### src/rtl/load_store_unit.sv
// Load/store unit: turns core load/store requests into aligned word accesses,
// splitting boundary-crossing halfword/word accesses into two memory cycles.
module load_store_unit (
    input  logic        clk,
    input  logic        rst,
    input  logic        mem_read,
    input  logic        mem_write,
    input  logic [31:0] alu_result,
    input  logic [31:0] rs2_data,
    input  logic [31:0] instruction,
    output logic        stall,
    output logic [31:0] load_data,
    output logic        load_valid,
    output logic        access_fault,
    output logic        dmem_en,
    output logic [3:0]  dmem_we,
    output logic [31:0] dmem_addr,
    output logic [31:0] dmem_wdata,
    input  logic [31:0] dmem_rdata
);
    // state | meaning
    // IDLE  | waiting for a request; stall follows the request combinationally
    // ACC0  | first (or only) word access
    // ACC1  | second word of a split access; ACC0 read word captured
    // DONE  | result/fault presented for one cycle, core released
    typedef enum logic [1:0] {IDLE, ACC0, ACC1, DONE} state_t;

    state_t      state, state_nx;
    logic [31:0] addr_q, data_q, buf_q;
    logic [2:0]  f3_q;
    logic        store_q;

    logic        req, legal_in, legal_q, split;
    logic [1:0]  off;
    logic [2:0]  size_n;
    logic [3:0]  lane_mask;
    logic [7:0]  wide_mask;
    logic [63:0] wide_data, shifted;
    logic [31:0] word_addr, lo_word, hi_word, ext_data;

    function automatic logic is_legal(input logic is_store, input logic [2:0] f3);
        if (is_store)
            return (f3 == 3'b000) || (f3 == 3'b001) || (f3 == 3'b010);
        return (f3 == 3'b000) || (f3 == 3'b001) || (f3 == 3'b010) ||
               (f3 == 3'b100) || (f3 == 3'b101);
    endfunction

    assign req      = (mem_read | mem_write) & ~rst;
    assign legal_in = is_legal(mem_write, instruction[14:12]);
    assign legal_q  = is_legal(store_q, f3_q);
    assign off      = addr_q[1:0];

    always_comb begin
        size_n    = 3'd4;
        lane_mask = 4'b1111;
        case (f3_q[1:0])
            2'b00: begin size_n = 3'd1; lane_mask = 4'b0001; end
            2'b01: begin size_n = 3'd2; lane_mask = 4'b0011; end
            default: ;
        endcase
    end

    assign split     = ({1'b0, off} + size_n) > 3'd4;
    assign wide_data = {32'b0, data_q} << {off, 3'b000};
    assign wide_mask = {4'b0, lane_mask} << off;
    assign word_addr = {addr_q[31:2], 2'b00};

    // Split loads see the ACC0 word in the buffer and the ACC1 word on the bus.
    assign lo_word = split ? buf_q : dmem_rdata;
    assign hi_word = split ? dmem_rdata : 32'b0;
    assign shifted = {hi_word, lo_word} >> {off, 3'b000};

    always_comb begin
        ext_data = 32'b0;
        case (f3_q)
            3'b000: ext_data = {{24{shifted[7]}}, shifted[7:0]};
            3'b001: ext_data = {{16{shifted[15]}}, shifted[15:0]};
            3'b010: ext_data = shifted[31:0];
            3'b100: ext_data = {24'b0, shifted[7:0]};
            3'b101: ext_data = {16'b0, shifted[15:0]};
            default: ext_data = 32'b0;
        endcase
    end

    always_comb begin
        state_nx     = state;
        stall        = 1'b0;
        load_data    = 32'b0;
        load_valid   = 1'b0;
        access_fault = 1'b0;
        dmem_en      = 1'b0;
        dmem_we      = 4'b0;
        dmem_addr    = 32'b0;
        dmem_wdata   = 32'b0;
        case (state)
            IDLE: begin
                stall = req;
                if (req)
                    state_nx = legal_in ? ACC0 : DONE;
            end
            ACC0: begin
                stall      = 1'b1;
                dmem_en    = 1'b1;
                dmem_addr  = word_addr;
                dmem_we    = store_q ? wide_mask[3:0] : 4'b0;
                dmem_wdata = store_q ? wide_data[31:0] : 32'b0;
                state_nx   = split ? ACC1 : DONE;
            end
            ACC1: begin
                stall      = 1'b1;
                dmem_en    = 1'b1;
                dmem_addr  = word_addr + 32'd4;
                dmem_we    = store_q ? wide_mask[7:4] : 4'b0;
                dmem_wdata = store_q ? wide_data[63:32] : 32'b0;
                state_nx   = DONE;
            end
            DONE: begin
                access_fault = ~legal_q;
                load_valid   = legal_q & ~store_q;
                load_data    = (legal_q & ~store_q) ? ext_data : 32'b0;
                state_nx     = IDLE;
            end
            default: state_nx = IDLE;
        endcase
    end

    always_ff @(posedge clk or posedge rst) begin
        if (rst) begin
            state   <= IDLE;
            addr_q  <= 32'b0;
            data_q  <= 32'b0;
            buf_q   <= 32'b0;
            f3_q    <= 3'b0;
            store_q <= 1'b0;
        end else begin
            state <= state_nx;
            if (state == IDLE && req) begin
                addr_q  <= alu_result;
                data_q  <= rs2_data;
                f3_q    <= instruction[14:12];
                store_q <= mem_write;
            end
            if (state == ACC1)
                buf_q <= dmem_rdata;
        end
    end

    logic unused_bits;
    assign unused_bits = ^{instruction[31:15], instruction[11:0], shifted[63:32]};
endmodule
### config.mk
export PLATFORM = sky130hd
export DESIGN_NAME = load_store_unit
export DESIGN_NICKNAME = d
export VERILOG_FILES = /design/src/rtl/load_store_unit.sv
export SDC_FILE = /design/constraint.sdc
export NUM_CORES = 1
export LEC_CHECK = 0
export ABC_CLOCK_PERIOD_IN_PS = 3350
export CAP_MARGIN = 40
export CELL_PAD_IN_SITES_DETAIL_PLACEMENT = 0
export CELL_PAD_IN_SITES_GLOBAL_PLACEMENT = 1
export CORE_ASPECT_RATIO = 1.4
export CORE_MARGIN = 2
export CORE_UTILIZATION = 33
export CTS_CLUSTER_DIAMETER = 50
export DETAILED_ROUTE_END_ITERATION = 6
export GPL_TIMING_DRIVEN = 0
export PLACE_DENSITY = 0.9
export RECOVER_POWER = 100
export REMOVE_ABC_BUFFERS = 1
export SYNTH_ARGS = -nofsm -noshare
export SYNTH_HDL_FRONTEND = slang
export SYNTH_SLANG_ARGS = --single-unit
### constraint.sdc
create_clock -name clk -period 3.35 [get_ports clk]
set_clock_uncertainty 0.05 [all_clocks]
set_input_delay 0.67 -clock clk [delete_from_list [all_inputs] [get_ports clk]]
set_output_delay 0.67 -clock clk [all_outputs]
set_load 0.05 [all_outputs]
After elaboration in Yosys (flattened, before gate mapping). Cells that the tools add are included.

Register bits after elaboration: 102. Input port bits: 132. Output and inout port bits: 104. Logic and storage cells: 73.

$add $sub $neg: 2. $lt $le $gt $ge: 1. Eq/ne operators: 13. Shift-type cells: 3. Mux-type cells: 28. Bitwise gates (word level): 6. Reduce and logical (&&, ||, !) cells: 14.

Operator list (number): $mux W32 (6); $pmux W32 S5 (1); $pmux W32 S2 (2); $shl A32 B5 Y64 (1); $shr A64 B5 Y32 (1); $add A32 B3 Y32 const B (1); $pmux W4 S2 (2); $eq A3 B3 Y1 const B (4); $mux W1 (10); $logic_or A1 B1 Y1 (8); $mux W4 (2); $pmux W2 S4 (1); $shl A4 B2 Y8 (1); $eq A3 B1 Y1 const B (2); $eq A3 B2 Y1 const B (2); $logic_not A3 Y1 (2); $pmux W3 S2 (1); $eq A2 B1 Y1 const B (2); $eq A2 B2 Y1 const B (2); $logic_not A2 Y1 (2); $mux W2 (2); $add A2 B3 Y3 (1); $gt A3 B3 Y1 const B (1); $not A1 Y1 (3); 6 further kinds (7).

Depth between registers and ports, before layout. Gate-level depths: netlist of the first run.

Depth in word-level cells: 9. Depth in mapped cells: 12. Depth with buffers taken out: 9.

Least setup slack after synthesis of the first run. No wires, ideal clock.

Path kind: flip-flop to output port. From: reg addr_q[0]. To: out load_data[24]. Arrival time: 3612 ps. Required time: 2630 ps. Setup slack: -982 ps. Stages on the path, launching flop included: 12. Path buffers: 5. Cell sequence: dfrtp_1 > buf_2 > inv_1 > buf_2 > buf_2 > buf_1 > ha_1 > and2_1 > nor2_2 > clkbuf_1 > a221oi_1 > o21ai_0.

Longest elaborated chain between the ends: 7. Elaborated cells on any way between the ends: 8. Classes of those cells: add/sub: 1; order compare: 1; shift: 1; mux: 5.

RTL lines: start: declaration (RTL line 29) `logic [31:0] addr_q, data_q, buf_q;`; start signal: assignment (RTL line 138) `addr_q <= alu_result;`; $add A2 B3 Y3 (RTL line 63) `assign split = ({1'b0, off} + size_n) > 3'd4;`; $gt A3 B3 Y1 (RTL line 63); $mux W32 (on tied branches) (RTL line 69, 70); $shr A64 B5 Y32 * (RTL line 71) `assign shifted = {hi_word, lo_word} >> {off, 3'b000};`; $pmux W32 S5 * (RTL line 75) `case (f3_q)`; $mux W32 * (RTL line 120) `load_data = (legal_q & ~store_q) ? ext_data : 32'b0;`; $mux W32 * (RTL line 95) `case (state)`; end: declaration (RTL line 12) `output logic [31:0] load_data,`.

Mark *: on every way between the ends. The rest lies on a longest branch, timed or not.

Worst setup path in the final report of the first run.
From: reg addr_q[0]. To: out load_data[16].

Same word-level chain as after synthesis.

==> reports/metrics.yaml, run 1 <==
layout:
  finalNonFillerCells: 1324
  regArea_um2: 2570
  fillCellCount: 2057
  final_nets: 1159
  post-route-util_pct: 51.6
  diodes: 0
  syn_to_final_growth_pct: 53.9
  drive_above_1_share_pct: 44.1
  multi_input_area_um2: 5150
pwr:
  power_density_nw_per_um2: 1230
  p_leak_nw: 4.77
  ir_worst_vdd_mv: 0.558
route:
  drc: 0
  wl_met2_mm: 15.2
  highest_layer: "met4"
  wl_mm: 29.4
  viasPerCell: 5.80
  first_pass_iters: 5
  postRouteAntennaNets: 0
  vias: 7681
  wl_met3_mm: 2.29
  wl_per_cell_um: 22.2
  drt-met1-wl_mm: 10.7
  first_iter_violations: 517
timing:
  timing_hold_violations_final: 0
  setup-tns-final_ps: -15390
  rsz0062_at_grt: "true"
  min_period_over_period_pct: 118
  setup_ws_ps: -589
  period_needed_ps: 3940
  whs_ps: 459
  timing.fmax_mhz: 254
  slew_viol_final: 40
  setup_viol: 45
  slew_headroom_pct: -28.7
  tightest_slew_ps: 1920
logic_synthesis:
  ys_seq_elements: 102
  synthMuxAreaShare_pct: 29.3
  syn_inst: 755
  yosys_warnings: 0
  netlist_area_um2: 7560
  synth_top_cell_area_share_pct: 33.8
  synthTopCellsByCount: "mux2_2, dfrtp_1, nor2_1"
  synth_ff_type: "dfrtp_1"
  yosysUniqueCellTypes: 67
  synth_top_family_by_area: "multiplexers"
  avgSynthCellArea_um2: 10.0
  yosysMostFrequentCell: "mux2_2"
  synth_compound_area_share_pct: 18.4
  synthTopCellsByArea: "dfrtp_1, mux2_2, mux4_2, a21oi_1, nor2_1"
  yosys.area_share.simple_pct: 12.4
  synthAdderAreaFrac_pct: 1.59
  synth_area_leader_cell: "dfrtp_1"
  async_flop_share_pct: 100
  synthXorXnorAreaFrac_pct: 0.331
  synth-edff-count: 0
  yosysSeqAreaShare_pct: 33.8
setup_path:
  worst-path-max-fanout: 7
  crit_slowest_cell: "dfrtp_4"
  crit_arrival_ps: 3220
  r2r-start: "addr_q[0]"
  worstSetupPathType: "reg2out"
  worstSetupStartpoint: "addr_q[0]"
  reg2reg_depth: 10
  worst-r2r-setup-slack_ps: 890
  worst_ep_required_time_ps: 2630
  cp_common_cell: "buf_4"
  end_kind: "output pin"
  slowest_delay_ps: 510
  reg2reg_to: "state[0]"
  crit_path_cell_trace: "buf_16 -> ha_4 -> inv_2 -> fa_2 -> and2_4 -> nor2_4 -> buf_4 -> nand2_1 -> nor3_2 -> buf_4 -> a221o_1 -> buf_6"
  cp-endpoint: "load_data[16]"
  setup.worst_path.start_class: "register"
global_routing:
  overflow: 0
  grtUsageTotal_pct: 22.8
  grt_start_max_net_pins: 64
  antenna_found_initial: 0
  grt_pass1_vias: 7662
  grt_pass1_wl_mm: 43.4
place:
  place_hpwl_mm: 18.7
  place.gp.congestion: 0.912
  dp.cells: 1222
  io_buffers: 204
cts:
  cts_tree: "yes"
  htree_levels: 3
  clk_latency_ps: 360
  cts_root_buffer: "clkbuf_16"
  cts_sinks: 102
  numCtsBuffers: 9
  clk_pin_slew_worst_paths_ps: 80
  clock_path_buffers: 2
  cts-hold-fix-buffers: 0
die:
  start_util_pct: 33.6
  coreArea_um2: 22500
  die_h_um: 183
  rows: 65
  die_x_um: 132
  pin_count: 236
  die_area_um2: 24200
worst_hold_path:
  hp-class: "reg2reg"
run:
  cap_violations: 1
run_status:
  status: "complete, but fails checks"
  violations: "capacitance limit, slew limit, setup timing"
layout make-up:
type                       count  share of cell area (%)
inverter                      17                   0.828
sequential                   102                    22.1
clock buffer                  12                    2.20
timing repair buffer         306                    27.1
clock inverter                 4                   0.258
tap                          301                    3.24
multi-input combinational    582                    44.2
cell families (layout without fill, tap and decap cells):
family / after synthesis / in the layout
simple gates: 194 / 196
flops: 102 / 102
mux: 172 / 172
xor+xnor: 2 / 2
fa+ha+maj: 9 / 9
buf+inv: 74 / 339
compound gates: 201 / 201
other cells: 1 / 2
worst max-delay path: cells and delay by family, from the launching register on:
kind            cells  cell delay [ps]
buf+inv             5              770
compound gates      1              190
flops               1              510
fa+ha+maj           2              610
simple gates        4              780
layer usage:
metal,track usage (%),up-vias
li1,-,3420
met1,25.8,3764
met3,5.22,89
met4,7.96,0
met2,41.8,408
met5,0,-
metrics by stage:
stage               total power, mW  cell area [µm²]  worst slack [ps]
floorplan                      8.00             7310             -3100
global placement               10.2             9730             -5740
detailed placement             10.6            10000             -1770
CTS                            13.3            11300              -495
global route                   15.0            11600              -642
finish                         14.3            11600              -589
worst min-delay path by stage:
stage | startpoint | depth (start not counted) | endpoint
floorplan | buf_q[4] | 1 | buf_q[4]
global placement | buf_q[5] | 1 | buf_q[5]
detailed placement | buf_q[5] | 1 | buf_q[5]
CTS | buf_q[5] | 1 | buf_q[5]
global route | buf_q[3] | 1 | buf_q[3]
finish | buf_q[5] | 1 | buf_q[5]
flip-flops by register name, indices dropped and copies added, names as in the netlist:
| signal | count |
|---|---|
| addr_q | 32 |
| buf_q | 32 |
| data_q | 32 |
| f3_q | 3 |
| state | 2 |
| store_q | 1 |
placed cells by master, fill, tap and decap left out, drive strengths merged, types with 6 or more instances in the layout:
| master | n |
|---|---|
| a211oi | 6 |
| a21o | 9 |
| a21oi | 49 |
| a221o | 9 |
| a221oi | 7 |
| a22o | 7 |
| a22oi | 18 |
| a2bb2oi | 8 |
| a31oi | 7 |
| buf | 147 |
| clkbuf | 24 |
| clkdlybuf4s15 | 22 |
| clkdlybuf4s50 | 104 |
| dfrtp | 102 |
| dlygate4sd2 | 14 |
| ha | 8 |
| inv | 12 |
| mux2 | 134 |
| mux2i | 12 |
| mux4 | 26 |
| nand2 | 44 |
| nand3 | 26 |
| nand4 | 14 |
| nor2 | 63 |
| nor3 | 20 |
| o2111ai | 6 |
| o21ai | 38 |
| o2bb2ai | 7 |
| o31ai | 6 |
power breakdown:
group	internal [mW]	switching, mW
logic	5.00	5.67
clock network	0.549	0.499
registers	1.89	0.677
total	7.44	6.85
repair_timing:
| item | in CTS | in global routing |
|---|---|---|
| setup endpoints to repair | 100 | 65 |
| gates cloned | 5 | 6 |
| setup buffers | 47 | 30 |
| pin swaps | 32 | 19 |
| endpoints found under the hold margin | 0 | 0 |
| resized for setup | 542 | 74 |
No activity file was read; power rests on OpenSTA's default activity.
==> run 2, diff against run 1 <==
--- a/config.mk
+++ b/config.mk
@@ -10,9 +10,9 @@
 export CELL_PAD_IN_SITES_DETAIL_PLACEMENT = 0
 export CELL_PAD_IN_SITES_GLOBAL_PLACEMENT = 1
 export CORE_ASPECT_RATIO = 1.4
-export CORE_MARGIN = 2
 export CORE_UTILIZATION = 33
 export CTS_CLUSTER_DIAMETER = 50
+export CTS_CLUSTER_SIZE = 28
 export DETAILED_ROUTE_END_ITERATION = 6
 export GPL_TIMING_DRIVEN = 0
 export PLACE_DENSITY = 0.9
==> run 2 against run 1 <==
  * Power decreased by 1.3%
  * Die area fell by 2.6%
  * Routed wire length down 1.8%
  * Worst hold slack worse by 5.9 ps
  * Largest power group unchanged
  * Clock power rose by 10%
  * Sequential power barely moved
  * Setup slack better by 110 ps
  * Global-route usage rose by 2.3 points
  * Sequential cell count is the same
  * The run still ends with capacitance limit, slew limit, setup timing left
  * Cell count down 0.76%
  * Combinational power hardly changed
  * Highest routed layer unchanged
==> reports/metrics.yaml, run 2 (synthesized netlist as in run 1, its figures left out) <==
setup_path:
  worst-r2r-setup-slack_ps: 910
  worst-path-max-fanout: 8
  end_kind: "output pin"
  cp_common_cell: "buf_12"
  worstSetupPathType: "reg2out"
  setup.worst_path.start_class: "register"
  crit_arrival_ps: 3110
  crit_slowest_cell: "dfrtp_4"
  worst_ep_required_time_ps: 2630
  slowest_delay_ps: 460
  crit_path_cell_trace: "clkinvlp_4 -> buf_12 -> fa_2 -> xnor2_4 -> nand2_8 -> buf_12 -> mux4_2 -> a221o_1 -> buf_6"
pwr:
  power_density_nw_per_um2: 1220
  p_clk_share_pct: 8.3
  p_seq_share_pct: 18.3
  p_int_mw: 7.31
  switching_power_mw: 6.79
  p_sw_share_pct: 48.1
  ir_worst_vdd_mv: 0.680
  p_total_mw: 14.1
  pwr-share-comb_pct: 73.5
  p_leak_nw: 4.70
cts:
  cts_root_buffer: "clkbuf_16"
  clock_path_buffers: 2
  clk_pin_slew_worst_paths_ps: 70
  htree_levels: 3
  cts_tree: "yes"
  clk_latency_ps: 350
  cts-hold-fix-buffers: 0
  cts_sinks: 102
  numCtsBuffers: 9
place:
  place.gp.congestion: 0.840
  io_buffers: 204
  place_hpwl_mm: 18.3
timing:
  slew_headroom_pct: -23.2
  setup_viol: 67
  whs_ps: 453
  period_needed_ps: 3830
  rsz0062_at_grt: "true"
  timing_hold_violations_final: 0
  min_period_over_period_pct: 114
  slew_viol_final: 46
  setup_ws_ps: -478
  timing.fmax_mhz: 261
  tightest_slew_ps: 1850
route:
  wl_mm: 28.9
  first_pass_iters: 5
  postRouteAntennaNets: 0
  first_iter_violations: 468
  viasPerCell: 5.78
  vias: 7592
  wl_per_cell_um: 22.0
  drc: 0
layout:
  final_nets: 1149
  post-route-util_pct: 51.1
  fillCellCount: 2006
  final_common_cell: "mux2_2"
  diodes: 0
  final_cell_mix: "mux2_2, clkdlybuf4s50_1, dfrtp_1, buf_4, nor2_1"
  drive_above_1_share_pct: 43.7
  syn_to_final_growth_pct: 52.3
  biggestRegsByFlops: "addr_q x32, buf_q x32, data_q x32"
die:
  coreArea_um2: 22500
  rows: 65
  die_x_um: 130
  pin_count: 236
  start_util_pct: 33.6
  die_area_um2: 23500
  die_h_um: 181
global_routing:
  grt_start_max_net_pins: 59
  grt_pass1_vias: 7861
  grt_pass1_wl_mm: 44.4
  antenna_found_initial: 0
  overflow: 0
  grtUsageTotal_pct: 25.1
worst_hold_path:
  hp-class: "reg2reg"
run:
  cap_violations: 1
run_status:
  violations: "capacitance limit, slew limit, setup timing"
  status: "complete, but fails checks"
run 2: path summary, 6_finish.rpt:
| check | depth (start not counted) | from | end |
|---|---|---|---|
| worst max-delay path | 9 | addr_q[1] | load_data[18] |
| max in group asynchronous | 3 | rst | addr_q[1] |
| worst min register to register | 1 | buf_q[6] | buf_q[6] |
| min in group asynchronous | 2 | rst | addr_q[0] |
| worst min-delay path | 1 | buf_q[6] | buf_q[6] |
| worst max register to register | 4 | state[0] | buf_q[24] |
run 2: layout make-up:
type                    instances  area (µm²)  share of cell area, %
multi-input cells             580        5160                   44.8
repair buffers                298        2970                   25.8
flip-flops and latches        102        2570                   22.4
well taps                     301         377                   3.27
clock buffers                  11         243                   2.11
inverters                      17         103                  0.891
clock inverters                 5        82.6                  0.717
run 2: critical path, delay by kind of cell, from the launching register on:
family,cells,cell delay (ps)
buf+inv,4,580
flops,1,460
fa+ha+maj,1,450
mux,1,450
compound gates,1,360
xor+xnor,1,320
simple gates,1,110
run 2: per-stage QoR:
stage          cells  setup TNS [ps]  area [µm²]  worst slack, ps
2_1_floorplan    699         -172030        7310            -3100
3_3_place_gp    1204         -609480        9730            -5680
3_5_place_dp    1221         -118680       10000            -1970
4_1_cts         1294          -12590       11300             -531
5_1_grt         1314          -32650       11500             -574
6_report        1314          -16560       11500             -478
run 2: routing by layer:
| layer | track usage [%] | wire length (µm) |
|---|---|---|
| met4 | 12.0 | 1230 |
| met3 | 5.74 | 2220 |
| met2 | 44.0 | 14800 |
| met5 | 0 | 0 |
| met1 | 28.1 | 10600 |
run 2: power groups by stage:
stage	clock, mW	combinational [mW]	sequential [mW]
global placement	0	7.40	2.77
global route	1.25	10.9	2.69
CTS	1.21	10.0	2.56
floorplan	0	5.48	2.52
finish	1.16	10.4	2.58
detailed placement	0	7.84	2.72
run 2: repair_timing:
action,CTS,global route
pin swaps,29,21
buffers inserted,53,22
resized for setup,610,53
endpoints found under the setup margin,101,67
gates cloned,5,0
==> run 3, diff against run 2 <==
--- a/config.mk
+++ b/config.mk
@@ -15,6 +15,7 @@
 export CTS_CLUSTER_SIZE = 28
 export DETAILED_ROUTE_END_ITERATION = 6
 export GPL_TIMING_DRIVEN = 0
+export HOLD_SLACK_MARGIN = 0.03
 export PLACE_DENSITY = 0.9
 export RECOVER_POWER = 100
 export REMOVE_ABC_BUFFERS = 1
==> results of run 3 <==
The final DEF is identical to that of run 2; final timing and power are the same.
